$ cat config.mk
export PLATFORM = sky130hd
export DESIGN_NAME = insn_fetch
export DESIGN_NICKNAME = d
export VERILOG_FILES = /design/src/rtl/insn_fetch.sv
export SDC_FILE = /design/constraint.sdc
export NUM_CORES = 1
export LEC_CHECK = 0
export CELL_PAD_IN_SITES_DETAIL_PLACEMENT = 0
export CELL_PAD_IN_SITES_GLOBAL_PLACEMENT = 2
export CORE_MARGIN = 2
export CORE_UTILIZATION = 27
export CTS_BUF_LIST = sky130_fd_sc_hd__clkbuf_4 sky130_fd_sc_hd__clkbuf_8
export CTS_CLUSTER_SIZE = 25
export DETAILED_ROUTE_END_ITERATION = 7
export PLACE_DENSITY = 0.74
export SKIP_LAST_GASP = 1
export SLEW_MARGIN = 15
export SYNTH_ARGS = -nofsm -noshare
export SYNTH_HDL_FRONTEND = slang
export SYNTH_SLANG_ARGS = --single-unit
$ cat constraint.sdc
create_clock -name clk -period 1.6 [get_ports clk]
set_input_delay 0.24 -clock clk [delete_from_list [all_inputs] [get_ports clk]]
set_output_delay 0.24 -clock clk [all_outputs]
set_load 0.005 [all_outputs]
$ cat src/rtl/insn_fetch.sv
// ---------------------------------------------------------------------------
// insn_fetch -- instruction fetch stage
//
// Reads instruction words over a request/grant/response handshake and hands
// each word, together with its PC, to decode. One extra word can be held
// while decode is stalled. A redirect loads a new fetch PC and squashes any
// in-flight or buffered fetch. At most one memory access is outstanding.
//
// Ports
//   clk          single clock, rising edge
//   reset        synchronous, active-high
//   enable       1 = fetching permitted; 0 = finish current access then idle
//   stall        decode not accepting; the presented word is held
//   redirect     load redirect_pc as the next fetch PC this cycle
//   redirect_pc  new fetch PC (low two bits ignored)
//   mem_req      read request
//   mem_addr     read word address, stable while mem_req=1 until mem_gnt
//   mem_gnt      request accepted this cycle
//   mem_rvalid   read data valid (one response per grant)
//   mem_rdata    read data
//   insn         instruction presented to decode
//   pc           address of insn
//   valid_insn   insn/pc valid
// ---------------------------------------------------------------------------
module insn_fetch #(
    parameter logic [31:0] RESET_PC = 32'h0000_0000
) (
    input  logic        clk,
    input  logic        reset,
    input  logic        enable,
    input  logic        stall,
    input  logic        redirect,
    input  logic [31:0] redirect_pc,
    output logic        mem_req,
    output logic [31:0] mem_addr,
    input  logic        mem_gnt,
    input  logic        mem_rvalid,
    input  logic [31:0] mem_rdata,
    output logic [31:0] insn,
    output logic [31:0] pc,
    output logic        valid_insn
);

    localparam logic [2:0] S_IDLE  = 3'd0;
    localparam logic [2:0] S_REQ   = 3'd1;
    localparam logic [2:0] S_WAIT  = 3'd2;
    localparam logic [2:0] S_HOLD  = 3'd3;  // hold buffer occupied
    localparam logic [2:0] S_DRAIN = 3'd4;  // squashed access still in flight

    logic [2:0]  r_state;
    logic [31:0] r_fetch_pc;
    logic [31:0] r_req_pc;
    logic [31:0] r_insn;
    logic [31:0] r_pc;
    logic        r_valid;
    logic [31:0] r_hold_insn;
    logic [31:0] r_hold_pc;

    // State to enter once the current access is finished.
    logic [2:0]  w_resume;
    logic        w_consume;

    assign w_resume  = enable ? S_REQ : S_IDLE;
    assign w_consume = r_valid & ~stall;

    // NOTE: every register here is written with <= so all of them update
    // together from values sampled before the edge; a blocking = would let
    // later statements see half-updated state.
    always_ff @(posedge clk) begin
        if (reset) begin
            r_state     <= S_IDLE;
            r_fetch_pc  <= RESET_PC;
            r_req_pc    <= RESET_PC;
            r_insn      <= 32'h0;
            r_pc        <= 32'h0;
            r_valid     <= 1'b0;
            r_hold_insn <= 32'h0;
            r_hold_pc   <= 32'h0;
        end else if (redirect) begin
            // Both the presented word and any held word are dropped, even
            // under stall. Leaving HOLD is what empties the hold buffer.
            r_fetch_pc <= redirect_pc & ~32'h3;
            r_valid    <= 1'b0;
            case (r_state)
                S_REQ:   r_state <= mem_gnt ? S_DRAIN : S_IDLE;
                S_WAIT:  r_state <= mem_rvalid ? w_resume : S_DRAIN;
                S_DRAIN: if (mem_rvalid) r_state <= w_resume;
                default: r_state <= w_resume;
            endcase
        end else begin
            // A consumed word goes invalid unless a new one loads below.
            if (w_consume) r_valid <= 1'b0;

            case (r_state)
                S_IDLE: begin
                    if (enable) r_state <= S_REQ;
                end
                S_REQ: begin
                    // Once granted the access always completes; enable=0
                    // only aborts a request that has not been granted.
                    if (mem_gnt) begin
                        r_req_pc   <= r_fetch_pc;
                        r_fetch_pc <= r_fetch_pc + 32'd4;
                        r_state    <= S_WAIT;
                    end else if (!enable) begin
                        r_state <= S_IDLE;
                    end
                end
                S_WAIT: begin
                    if (mem_rvalid) begin
                        if (!r_valid || !stall) begin
                            r_insn  <= mem_rdata;
                            r_pc    <= r_req_pc;
                            r_valid <= 1'b1;
                            r_state <= w_resume;
                        end else begin
                            r_hold_insn <= mem_rdata;
                            r_hold_pc   <= r_req_pc;
                            r_state     <= S_HOLD;
                        end
                    end
                end
                S_HOLD: begin
                    // The presented word is consumed on this same edge.
                    if (!stall) begin
                        r_insn  <= r_hold_insn;
                        r_pc    <= r_hold_pc;
                        r_valid <= 1'b1;
                        r_state <= w_resume;
                    end
                end
                S_DRAIN: begin
                    if (mem_rvalid) r_state <= w_resume;
                end
                default: r_state <= S_IDLE;
            endcase
        end
    end

    assign mem_req    = (r_state == S_REQ);
    assign mem_addr   = r_fetch_pc;
    assign insn       = r_insn;
    assign pc         = r_pc;
    assign valid_insn = r_valid;

endmodule
==> results of run 1 <==
[cells in the mapped netlist, types with 2 or more instances]
library cell,n
sky130_fd_sc_hd__nand2_1,268
sky130_fd_sc_hd__dfxtp_1,188
sky130_fd_sc_hd__a21oi_1,96
sky130_fd_sc_hd__nor2_1,88
sky130_fd_sc_hd__a311oi_1,77
sky130_fd_sc_hd__nand3_1,74
sky130_fd_sc_hd__clkbuf_1,54
sky130_fd_sc_hd__buf_2,23
sky130_fd_sc_hd__o31ai_1,12
sky130_fd_sc_hd__nand4_1,11
sky130_fd_sc_hd__or4_1,11
sky130_fd_sc_hd__a211oi_1,9
sky130_fd_sc_hd__and4_1,8
sky130_fd_sc_hd__and3_1,7
sky130_fd_sc_hd__inv_1,7
sky130_fd_sc_hd__nor3_1,7
sky130_fd_sc_hd__o21ai_0,7
sky130_fd_sc_hd__buf_4,6
sky130_fd_sc_hd__buf_6,6
sky130_fd_sc_hd__buf_1,5
sky130_fd_sc_hd__nor2b_1,5
sky130_fd_sc_hd__xor2_1,5
sky130_fd_sc_hd__nor4_1,4
sky130_fd_sc_hd__xnor2_1,3
sky130_fd_sc_hd__a2111oi_0,2
sky130_fd_sc_hd__and2_2,2
sky130_fd_sc_hd__and3_2,2
sky130_fd_sc_hd__clkinv_1,2
sky130_fd_sc_hd__nand2b_1,2
sky130_fd_sc_hd__nand3b_1,2
sky130_fd_sc_hd__nand4_4,2
sky130_fd_sc_hd__o2111ai_1,2
sky130_fd_sc_hd__o211ai_1,2
sky130_fd_sc_hd__or2_2,2
sky130_fd_sc_hd__or3_1,2
[cell families (layout without fill, tap and decap cells)]
| family | after synthesis | after routing |
|---|---|---|
| other | 1 | 5 |
| muxes | 1 | 1 |
| AOI/OAI and AO/OA | 221 | 221 |
| xor gates and xnor gates | 8 | 8 |
| DFF | 188 | 188 |
| adders and majority gates | 1 | 1 |
| and+or+nand+nor | 505 | 507 |
| buffers and inverters | 105 | 411 |
[placed cells by master (no fill, tap or decap), types with 5 or more instances in the layout]
master,synthesis,layout
sky130_fd_sc_hd__a211oi_1,9,7
sky130_fd_sc_hd__a21oi_1,96,41
sky130_fd_sc_hd__a21oi_2,0,55
sky130_fd_sc_hd__a311oi_1,77,37
sky130_fd_sc_hd__a311oi_2,0,40
sky130_fd_sc_hd__and3_1,7,5
sky130_fd_sc_hd__and4_4,0,6
sky130_fd_sc_hd__buf_12,0,25
sky130_fd_sc_hd__buf_16,0,15
sky130_fd_sc_hd__buf_4,6,115
sky130_fd_sc_hd__buf_6,6,38
sky130_fd_sc_hd__clkbuf_16,0,11
sky130_fd_sc_hd__clkbuf_8,0,18
sky130_fd_sc_hd__clkdlybuf4s50_1,0,88
sky130_fd_sc_hd__clkinv_4,0,5
sky130_fd_sc_hd__dfxtp_1,188,113
sky130_fd_sc_hd__dfxtp_2,0,65
sky130_fd_sc_hd__dfxtp_4,0,10
sky130_fd_sc_hd__dlygate4sd2_1,0,46
sky130_fd_sc_hd__dlymetal6s2s_1,1,26
sky130_fd_sc_hd__inv_1,7,5
sky130_fd_sc_hd__nand2_1,268,180
sky130_fd_sc_hd__nand2_2,0,18
sky130_fd_sc_hd__nand2_4,0,70
sky130_fd_sc_hd__nand3_1,74,70
sky130_fd_sc_hd__nand4_1,11,11
sky130_fd_sc_hd__nor2_1,88,41
sky130_fd_sc_hd__nor2_2,0,12
sky130_fd_sc_hd__nor2_4,0,35
sky130_fd_sc_hd__nor3_1,7,7
sky130_fd_sc_hd__o21ai_0,7,5
sky130_fd_sc_hd__o31ai_1,12,12
sky130_fd_sc_hd__or4_1,11,7
sky130_fd_sc_hd__xor2_1,5,5
[worst register-to-register path, delay by kind of cell, from the launching register on]
family | cells | cell delay [ps]
AND/OR/NAND/NOR | 3 | 890
buffers and inverters | 2 | 260
AO/OA/AOI/OAI | 1 | 200
flip-flops | 1 | 350
[area by class of cell]
cell class                      count  share of cell area
Multi-Input combinational cell    742              0.3759
Sequential cell                   188              0.2699
Timing Repair Buffer              370              0.2894
Antenna cell                        1           0.0001739
Clock inverter                     13             0.01052
Tap cell                          390             0.03392
Clock buffer                       19             0.01774
Inverter                            9            0.002522
[flip-flops by register name, indices dropped and copies added (netlist names)]
register     count
insn            32
r_hold_insn     32
mem_addr        30
pc              30
r_hold_pc       30
r_req_pc        30
r_state          3
valid_insn       1
[power by group through the flow]
| stage | combinational, W | clock [W] | sequential (W) |
|---|---|---|---|
| after global routing | 0.00177 | 0.00357 | 0.00486 |
| after detailed placement | 0.00133 | 0 | 0.00495 |
| after global placement | 0.00133 | 0 | 0.00496 |
| after CTS | 0.00144 | 0.00339 | 0.00484 |
| final | 0.00167 | 0.00330 | 0.00485 |
| after floorplan | 0.000513 | 0 | 0.00498 |
[repair_timing]
item | 4_1_cts | 5_1_grt
endpoints found under the hold margin | 3 | 0
hold buffers | 1 | 0
pin swaps | 47 | 183
buffers inserted | 34 | 42
setup endpoints to repair | 211 | 215
cloned | 21 | 13
resized for setup | 181 | 430
[through the flow]
stage,utilization,worst slack [ps],hold slack (ps),cells,power (W)
after detailed placement,0.3655,-533.1,446.3,1602,0.006280
final,0.4841,-169.9,352.6,1732,0.009810
after global routing,0.4841,-233.8,331.1,1731,0.01021
after CTS,0.4175,-149.4,308.4,1688,0.009674
after floorplan,-,-90.08,376.0,1033,0.005492
after global placement,0.3655,-505.0,441.4,1602,0.006284
[metal layers]
layer  track usage  wire [um]  up-vias
li1              -          -     4270
met1        0.2636      15630     4445
met2        0.3280      16640      183
met3       0.03792       1457       23
met4       0.04440        359        2
met5             0          9        -
[how the worst min path moves through the flow]
| stage | to | slack [ps] | cells after the start |
|---|---|---|---|
| floorplan | r_hold_insn[0] | 380 | 2 |
| global placement | r_hold_insn[31] | 440 | 2 |
| detailed placement | r_hold_pc[23] | 450 | 2 |
| CTS | r_hold_insn[19] | 310 | 3 |
| global route | r_hold_insn[0] | 330 | 3 |
| finish | mem_addr[18] | 350 | 3 |
==> results.toml, run 1 <==
[final_layout]
finalInstanceArea_um2 = 14390
seqCellArea_um2 = 3882
nNetsFinal = 1400
area_delta_synth_final_pct = 76.36
drive_gt1_frac = 0.4400
layout.filler_cells = 2864
multi_input_area_um2 = 5408

[routing]
via_count = 8923
drt_wl_total_um = 34100
first_pass_iters = 4
first_iter_violations = 515
detail_route.drc_violations = 0
route.detailed.vias_per_inst = 5.152
wl_per_cell_um = 19.69
drt.antenna.violating_nets = 0

[worst_setup_path]
critical-path-max-stage-delay_ps = 490
worstPathMaxFanout = 5
worst-r2r-setup-slack_ps = -170
worstSetupEndpoint = "mem_addr[28]"
crit_path_frequent_cell = "sky130_fd_sc_hd__buf_6"
path_buf_inv = 2
timing.critical_path.max_delay_family = "simple AND/OR/NAND/NOR gates"
rr_startpoint = "r_state[0]"
worst-endpoint-arrival_ps = 2160
cpMaxStageDelayCell = "sky130_fd_sc_hd__or4_1"
critPathKind = "reg -> reg"
r2r_end = "mem_addr[28]"
path_cells = "buf_6 > and4bb_4 > nand4_4 > buf_6 > or4_1 > a311oi_2"
worstSetupStartpointType = "flop"
crit_start = "r_state[0]"
cp_num_cells = 6
crit_required_ps = 1990
worst_r2r_path_depth = 6
endpoint_kind = "flop"

[synth]
synth_compound_gate_area_share = 0.1867
synth_area_per_cell_um2 = 7.920
synth.ff_latch_count = 188
synthFlopType = "sky130_fd_sc_hd__dfxtp_1"
area_contributors_post_synth = "sky130_fd_sc_hd__dfxtp_1 46%, sky130_fd_sc_hd__nand2_1 12%, sky130_fd_sc_hd__a311oi_1 8.3%, sky130_fd_sc_hd__a21oi_1 5.9%, sky130_fd_sc_hd__nand3_1 4.5%"
synth-edff-count = 0
synth_seq_area_share = 0.4613
synth_mux_area_frac = 0.001380
synth-warning-count = 0
yosys.area_share.xor_xnor = 0.008589
yosysUniqueCellTypes = 62
synth_top_area_cell = "sky130_fd_sc_hd__dfxtp_1"
yosysTopAreaCellShare = 0.4613
post_synth_fa_ha_maj_area_fraction = 0.001534
post_synth_and_or_nand_nor_area_fraction = 0.2782
synthesis.area_um2 = 8158
netlist_instances = 1030
synth-async-reset-ratio = 0
dominant_combinational_cell_family_by_area_after_synthesis = "simple AND/OR/NAND/NOR gates"

[global_routing]
grt_antenna_before_repair = 2
first_global_vias = 8071
grt_pass1_wl_um = 47650
grt_max_degree = 55
grt_use_total = 0.1972
globalRoute.totalOverflow = 0

[sta]
worst_clock_skew_ps = 21.33
layout_worst_path_cycle_share = 1.106
max_freq_mhz = 565.0
report.final.slew_viol_count = 0
hold_viol_final = 0
rsz0062_at_grt = "yes"
finalSetupViolCount = 117
post_route_setup_tns_ps = -7662
fin_crit_ps = 1770
timing_worst_slew_pin_value_ps = 743.7
timing.max_slew.rel_slack = 0.5042
setup_ws_ps = -169.9

[worst_hold_path]
timing.hold.worst.start = "redirect_pc[18]"
type_of_the_tightest_min_delay_check = "in -> reg"

[power_and_ir_drop]
clock_power_share = 0.336
max-vdd-ir-drop_mv = 0.6289
p_int_w = 0.006950
cell_pwr_density_nw_per_um2 = 681.8
pwr-share-seq = 0.494
switching_share = 0.2915
net-switching-power_w = 0.002860
comb_power_share = 0.170
leakagePower_nw = 6.117

[placed_design]
placement.cell_area_um2 = 10860
routabilityCongestion = 0.8062
dp_hpwl_um = 18020
io_buffer_count = 162

[clock_network]
clock_tree.root_cell = "sky130_fd_sc_hd__clkbuf_8"
tritoncts_clock_tree = "done"
clock_tree.htree_level_count = 4
clock_latency_at_the_later_pin_of_the_worst_skew_pair_ps = 470
clock_sinks = 188
clk_pin_slew_worst_paths_ps = 120
clk_path_buf_depth = 2
cts_made_buffers = 17

[outcome]
violations = "setup timing"
status = "finished with violations"

[floorplanning]
floorplan.io_pins = 169
floorplan.core_area_um2 = 29720
starting_density = 0.2745
die_width_um = 177.8
row_count = 63
die-area_um2 = 31620
die-height_um = 177.8

[job]
max_cap_violations = 0
(Power assumes the default switching activity.)
==> inputs of run 2 (changes only) <==
- CORE_MARGIN: 2 -> 3
==> results.toml, run 2 (same netlist as run 1, synthesis figures left out) <==
[worst_setup_path]
worst-endpoint-arrival_ps = 2200
path_cells = "buf_8 > or2_4 > and3_4 > buf_12 > buf_16 > buf_2 > buf_4 > a311oi_2"
crit_required_ps = 1990
timing.critical_path.max_delay_family = "buffers and inverters"
worstPathMaxFanout = 6
cpMaxStageDelayCell = "sky130_fd_sc_hd__dfxtp_4"
path_buf_inv = 5
worstSetupStartpointType = "flop"
critPathKind = "reg -> reg"
endpoint_kind = "flop"
critical-path-max-stage-delay_ps = 370

[routing]
drt_wl_total_um = 36430
detail_route.drc_violations = 0
first_pass_iters = 4
wl_per_cell_um = 20.88
via_count = 9131
route.detailed.vias_per_inst = 5.233
first_iter_violations = 687
drt.antenna.violating_nets = 0

[clock_network]
tritoncts_clock_tree = "done"
clock_tree.htree_level_count = 4
post_cts_hold_buffer_count = 0
cts_made_buffers = 17
clk_pin_slew_worst_paths_ps = 110
clock_tree.root_cell = "sky130_fd_sc_hd__clkbuf_8"
clock_latency_at_the_later_pin_of_the_worst_skew_pair_ps = 470
clk_path_buf_depth = 2
clock_sinks = 188

[sta]
post_route_setup_tns_ps = -13450
finalSetupViolCount = 139
final.hold.worst_slack_ps = 33.65
report.final.slew_viol_count = 0
max_freq_mhz = 551.2
fin_crit_ps = 1814
layout_worst_path_cycle_share = 1.134
setup_ws_ps = -214.3
rsz0062_at_grt = "yes"
worst_clock_skew_ps = 16.17
hold_viol_final = 0

[global_routing]
grt_pass1_wl_um = 49210
grt_use_total = 0.1898
grt_max_degree = 59
grt_antenna_before_repair = 0
globalRoute.totalOverflow = 0
first_global_vias = 8314

[placed_design]
io_buffer_count = 162
placement.cell_area_um2 = 10810
dp_hpwl_um = 18500
routabilityCongestion = 0.7554

[power_and_ir_drop]
cell_pwr_density_nw_per_um2 = 669.4
net-switching-power_w = 0.002946
clock_power_share = 0.344
pwr-share-seq = 0.484
leakagePower_nw = 5.920
p_int_w = 0.007093
comb_power_share = 0.172
switching_share = 0.2934
max-vdd-ir-drop_mv = 0.4695

[outcome]
status = "finished with violations"
violations = "setup timing"

[final_layout]
area_delta_synth_final_pct = 83.82
postLayoutCoreUtil = 0.5046
finalInstanceArea_um2 = 15000
nNetsFinal = 1414
layout.cells.most_common = "sky130_fd_sc_hd__nand2_1"
insertedDiodeCount = 0
drive_gt1_frac = 0.4539
final_cell_mix = "184 x sky130_fd_sc_hd__nand2_1, 116 x sky130_fd_sc_hd__dfxtp_1, 111 x sky130_fd_sc_hd__buf_4, 100 x sky130_fd_sc_hd__clkdlybuf4s50_1, 65 x sky130_fd_sc_hd__nand2_4"

[floorplanning]
starting_density = 0.2745
floorplan.io_pins = 169
die-area_um2 = 32340
row_count = 63
floorplan.core_area_um2 = 29720
die_width_um = 179.8
die-height_um = 179.8

[job]
max_cap_violations = 0

[worst_hold_path]
type_of_the_tightest_min_delay_check = "in -> reg"
run 2: changes by cell type in the layout (fill, tap and decap cells not counted), sizes merged, moves of 2 or more:
cell           previous run  this run
clkdlybuf4s50            88       100
clkbuf                   30        41
dlygate4sd2              46        36
buf                     198       200
clkinv                    8         6
dlymetal6s2s             26        24
run 2: power groups by stage:
stage	registers, W	clock network (W)	logic (W)
after floorplan	0.00498	0	0.000513
after global placement	0.00496	0	0.00130
after detailed placement	0.00496	0	0.00130
after CTS	0.00485	0.00352	0.00145
after global routing	0.00487	0.00370	0.00184
final	0.00486	0.00345	0.00173
run 2: path summary, 6_finish.rpt:
path,startpoint,to,slack (ps),cells past startpoint
worst max register to register,r_state[0],pc[20],-210,8
worst max-delay path,r_state[0],pc[20],-210,8
worst min register to register,r_hold_pc[19],r_hold_pc[19],470,2
worst min-delay path,reset,r_req_pc[27],30,2
run 2: metal layers:
| layer | share of wire | vias up | wire length (um) | track usage |
|---|---|---|---|---|
| met5 | 0 | - | 0 | 0 |
| met4 | 0.019 | 0 | 693 | 0.04022 |
| met3 | 0.043 | 37 | 1560 | 0.02954 |
| met2 | 0.48 | 254 | 17310 | 0.3091 |
| met1 | 0.46 | 4556 | 16870 | 0.2670 |
| li1 | - | 4284 | - | - |
run 2: area by class of cell:
type	count	area, um^2
Clock inverter	13	157.7
Multi-Input combinational cell	744	5558
Tap cell	390	488.0
Fill cell	2732	14720
Inverter	9	33.78
Sequential cell	188	3874
Timing Repair Buffer	382	4629
Clock buffer	19	255.2
run 2: per-stage QoR:
step | power [W] | worst slack, ps | instances
2_1_floorplan | 0.005492 | -90.08 | 1033
3_5_place_dp | 0.006261 | -556.3 | 1595
6_report | 0.01004 | -214.3 | 1745
3_3_place_gp | 0.006263 | -584.3 | 1595
4_1_cts | 0.009814 | -153.3 | 1679
5_1_grt | 0.01042 | -238.1 | 1745
run 2: worst register-to-register path, cell delays in order (launching register included):
cell and delay [ps]:
sky130_fd_sc_hd__dfxtp_4 370, sky130_fd_sc_hd__buf_8 120, sky130_fd_sc_hd__or2_4 250, sky130_fd_sc_hd__and3_4 230, sky130_fd_sc_hd__buf_12 140, sky130_fd_sc_hd__buf_16 130, sky130_fd_sc_hd__buf_2 170, sky130_fd_sc_hd__buf_4 150
sky130_fd_sc_hd__a311oi_2 180
run 2: what timing repair did:
action | in CTS | in global routing
gates cloned | 23 | 29
pin swaps | 56 | 179
setup buffers | 31 | 44
endpoints found under the setup margin | 208 | 212
resized for setup | 164 | 439
==> inputs of run 3 (changes only) <==
- MAX_ROUTING_LAYER: unset -> met4
- SLEW_MARGIN: 15 -> 20
==> results.toml, run 3 (same netlist as run 1, synthesis figures left out) <==
[outcome]
status = "finished with violations"
violations = "setup timing"

[worst_setup_path]
worstSetupStartpointType = "flop"
endpoint_kind = "flop"
worst-endpoint-arrival_ps = 2170
crit_required_ps = 1980
worstPathMaxFanout = 5
critPathKind = "reg -> reg"

[floorplanning]
floorplan.core_area_um2 = 29720
floorplan.io_pins = 169
row_count = 63
starting_density = 0.2745
die-height_um = 179.8
die-area_um2 = 32340
die_width_um = 179.8

[routing]
route.detailed.vias_per_inst = 5.254
via_count = 9148
drt.antenna.violating_nets = 0
detail_route.drc_violations = 0
first_pass_iters = 5
drt_wl_total_um = 36560
first_iter_violations = 617
wl_per_cell_um = 21.00

[sta]
finalSetupViolCount = 134
rsz0062_at_grt = "yes"
hold_viol_final = 0
worst_clock_skew_ps = 17.69
layout_worst_path_cycle_share = 1.123
setup_ws_ps = -197.6
max_freq_mhz = 556.3
report.final.slew_viol_count = 0
fin_crit_ps = 1798

[global_routing]
grt_use_total = 0.1954
grt_max_degree = 59
globalRoute.totalOverflow = 0
grt_antenna_before_repair = 0
grt_pass1_wl_um = 49240
first_global_vias = 8321

[final_layout]
finalInstanceArea_um2 = 15010
layout.cells.most_common = "sky130_fd_sc_hd__nand2_1"
final_cell_mix = "155 x sky130_fd_sc_hd__nand2_1, 117 x sky130_fd_sc_hd__dfxtp_1, 108 x sky130_fd_sc_hd__buf_4, 106 x sky130_fd_sc_hd__clkdlybuf4s50_1, 86 x sky130_fd_sc_hd__nand2_4"
drive_gt1_frac = 0.4656
area_delta_synth_final_pct = 83.99
nNetsFinal = 1410
insertedDiodeCount = 0

[power_and_ir_drop]
leakagePower_nw = 5.815
max-vdd-ir-drop_mv = 0.4525
fin_total_pwr_w = 0.01001
cell_pwr_density_nw_per_um2 = 667.1

[placed_design]
dp_hpwl_um = 18500
routabilityCongestion = 0.7687
detailedPlace.worstSlack_ps = -556.3
placement.cell_area_um2 = 10810
io_buffer_count = 162

[clock_network]
post_cts_hold_buffer_count = 0
clk_path_buf_depth = 2
clk_pin_slew_worst_paths_ps = 110
clock_latency_at_the_later_pin_of_the_worst_skew_pair_ps = 460
clock_sinks = 188
clock_tree.htree_level_count = 4
clock_tree.root_cell = "sky130_fd_sc_hd__clkbuf_8"
cts_made_buffers = 17
tritoncts_clock_tree = "done"

[job]
max_cap_violations = 0

[worst_hold_path]
type_of_the_tightest_min_delay_check = "in -> reg"
run 3: cell count changes in the layout (fill, tap and decap cells not counted), sizes merged:
cell	delta
clkdlybuf4s50	+6
dlymetal6s2s	-6
and4	+1
buf	-5
run 3: final timing paths:
path / startpoint / end / slack, ps / cells after the start
worst max register to register: r_state[0] / pc[20] / -200 / 8
worst max-delay path: r_state[0] / pc[20] / -200 / 8
worst min register to register: r_hold_insn[27] / r_hold_insn[27] / 470 / 2
worst min-delay path: reset / r_hold_pc[21] / 30 / 2
run 3: critical path: stages, from the launching register on:
cell                       delay (ps)
sky130_fd_sc_hd__dfxtp_4          370
sky130_fd_sc_hd__buf_8            120
sky130_fd_sc_hd__or2_4            250
sky130_fd_sc_hd__and3_4           220
sky130_fd_sc_hd__buf_12           140
sky130_fd_sc_hd__buf_16           120
sky130_fd_sc_hd__buf_4            170
sky130_fd_sc_hd__buf_4            150
sky130_fd_sc_hd__a311oi_2         180
run 3: metal layers:
layer / track usage / share of wire / wire (um)
met5: - / 0 / 0
met1: 0.2683 / 0.46 / 16990
met4: 0.04146 / 0.023 / 856
met2: 0.3090 / 0.47 / 17200
met3: 0.02691 / 0.041 / 1515
run 3: per-stage QoR:
stage / instances / hold slack, ps / utilization / setup TNS, ps
after floorplan: 1033 / 376.0 / - / -699.9
after detailed placement: 1595 / 446.5 / 0.3637 / -70890
final: 1741 / 33.11 / 0.5051 / -10980
after CTS: 1679 / 3.162 / 0.4174 / -4904
after global placement: 1595 / 442.3 / 0.3637 / -68830
after global routing: 1741 / 4.401 / 0.5051 / -18620
run 3: power breakdown:
part	internal, W	total (W)	switching, W
clock network	0.00150	0.00342	0.00192
logic	0.000813	0.00173	0.000920
registers	0.00478	0.00486	0.0000777
run 3: repair_timing:
action                                  CTS  global route
setup buffers                            31            42
pin swaps                                56           204
cloned                                   23            30
endpoints found under the setup margin  208           213
resized for setup                       164           466
run 3: area by class of cell:
| class | instances | area (um^2) |
|---|---|---|
| fill | 2756 | 14710 |
| tap | 390 | 488.0 |
| clock inverter | 13 | 157.7 |
| sequential | 188 | 3870 |
| timing repair buffer | 377 | 4527 |
| inverter | 9 | 33.78 |
| multi-input combinational | 745 | 5678 |
| clock buffer | 19 | 255.2 |
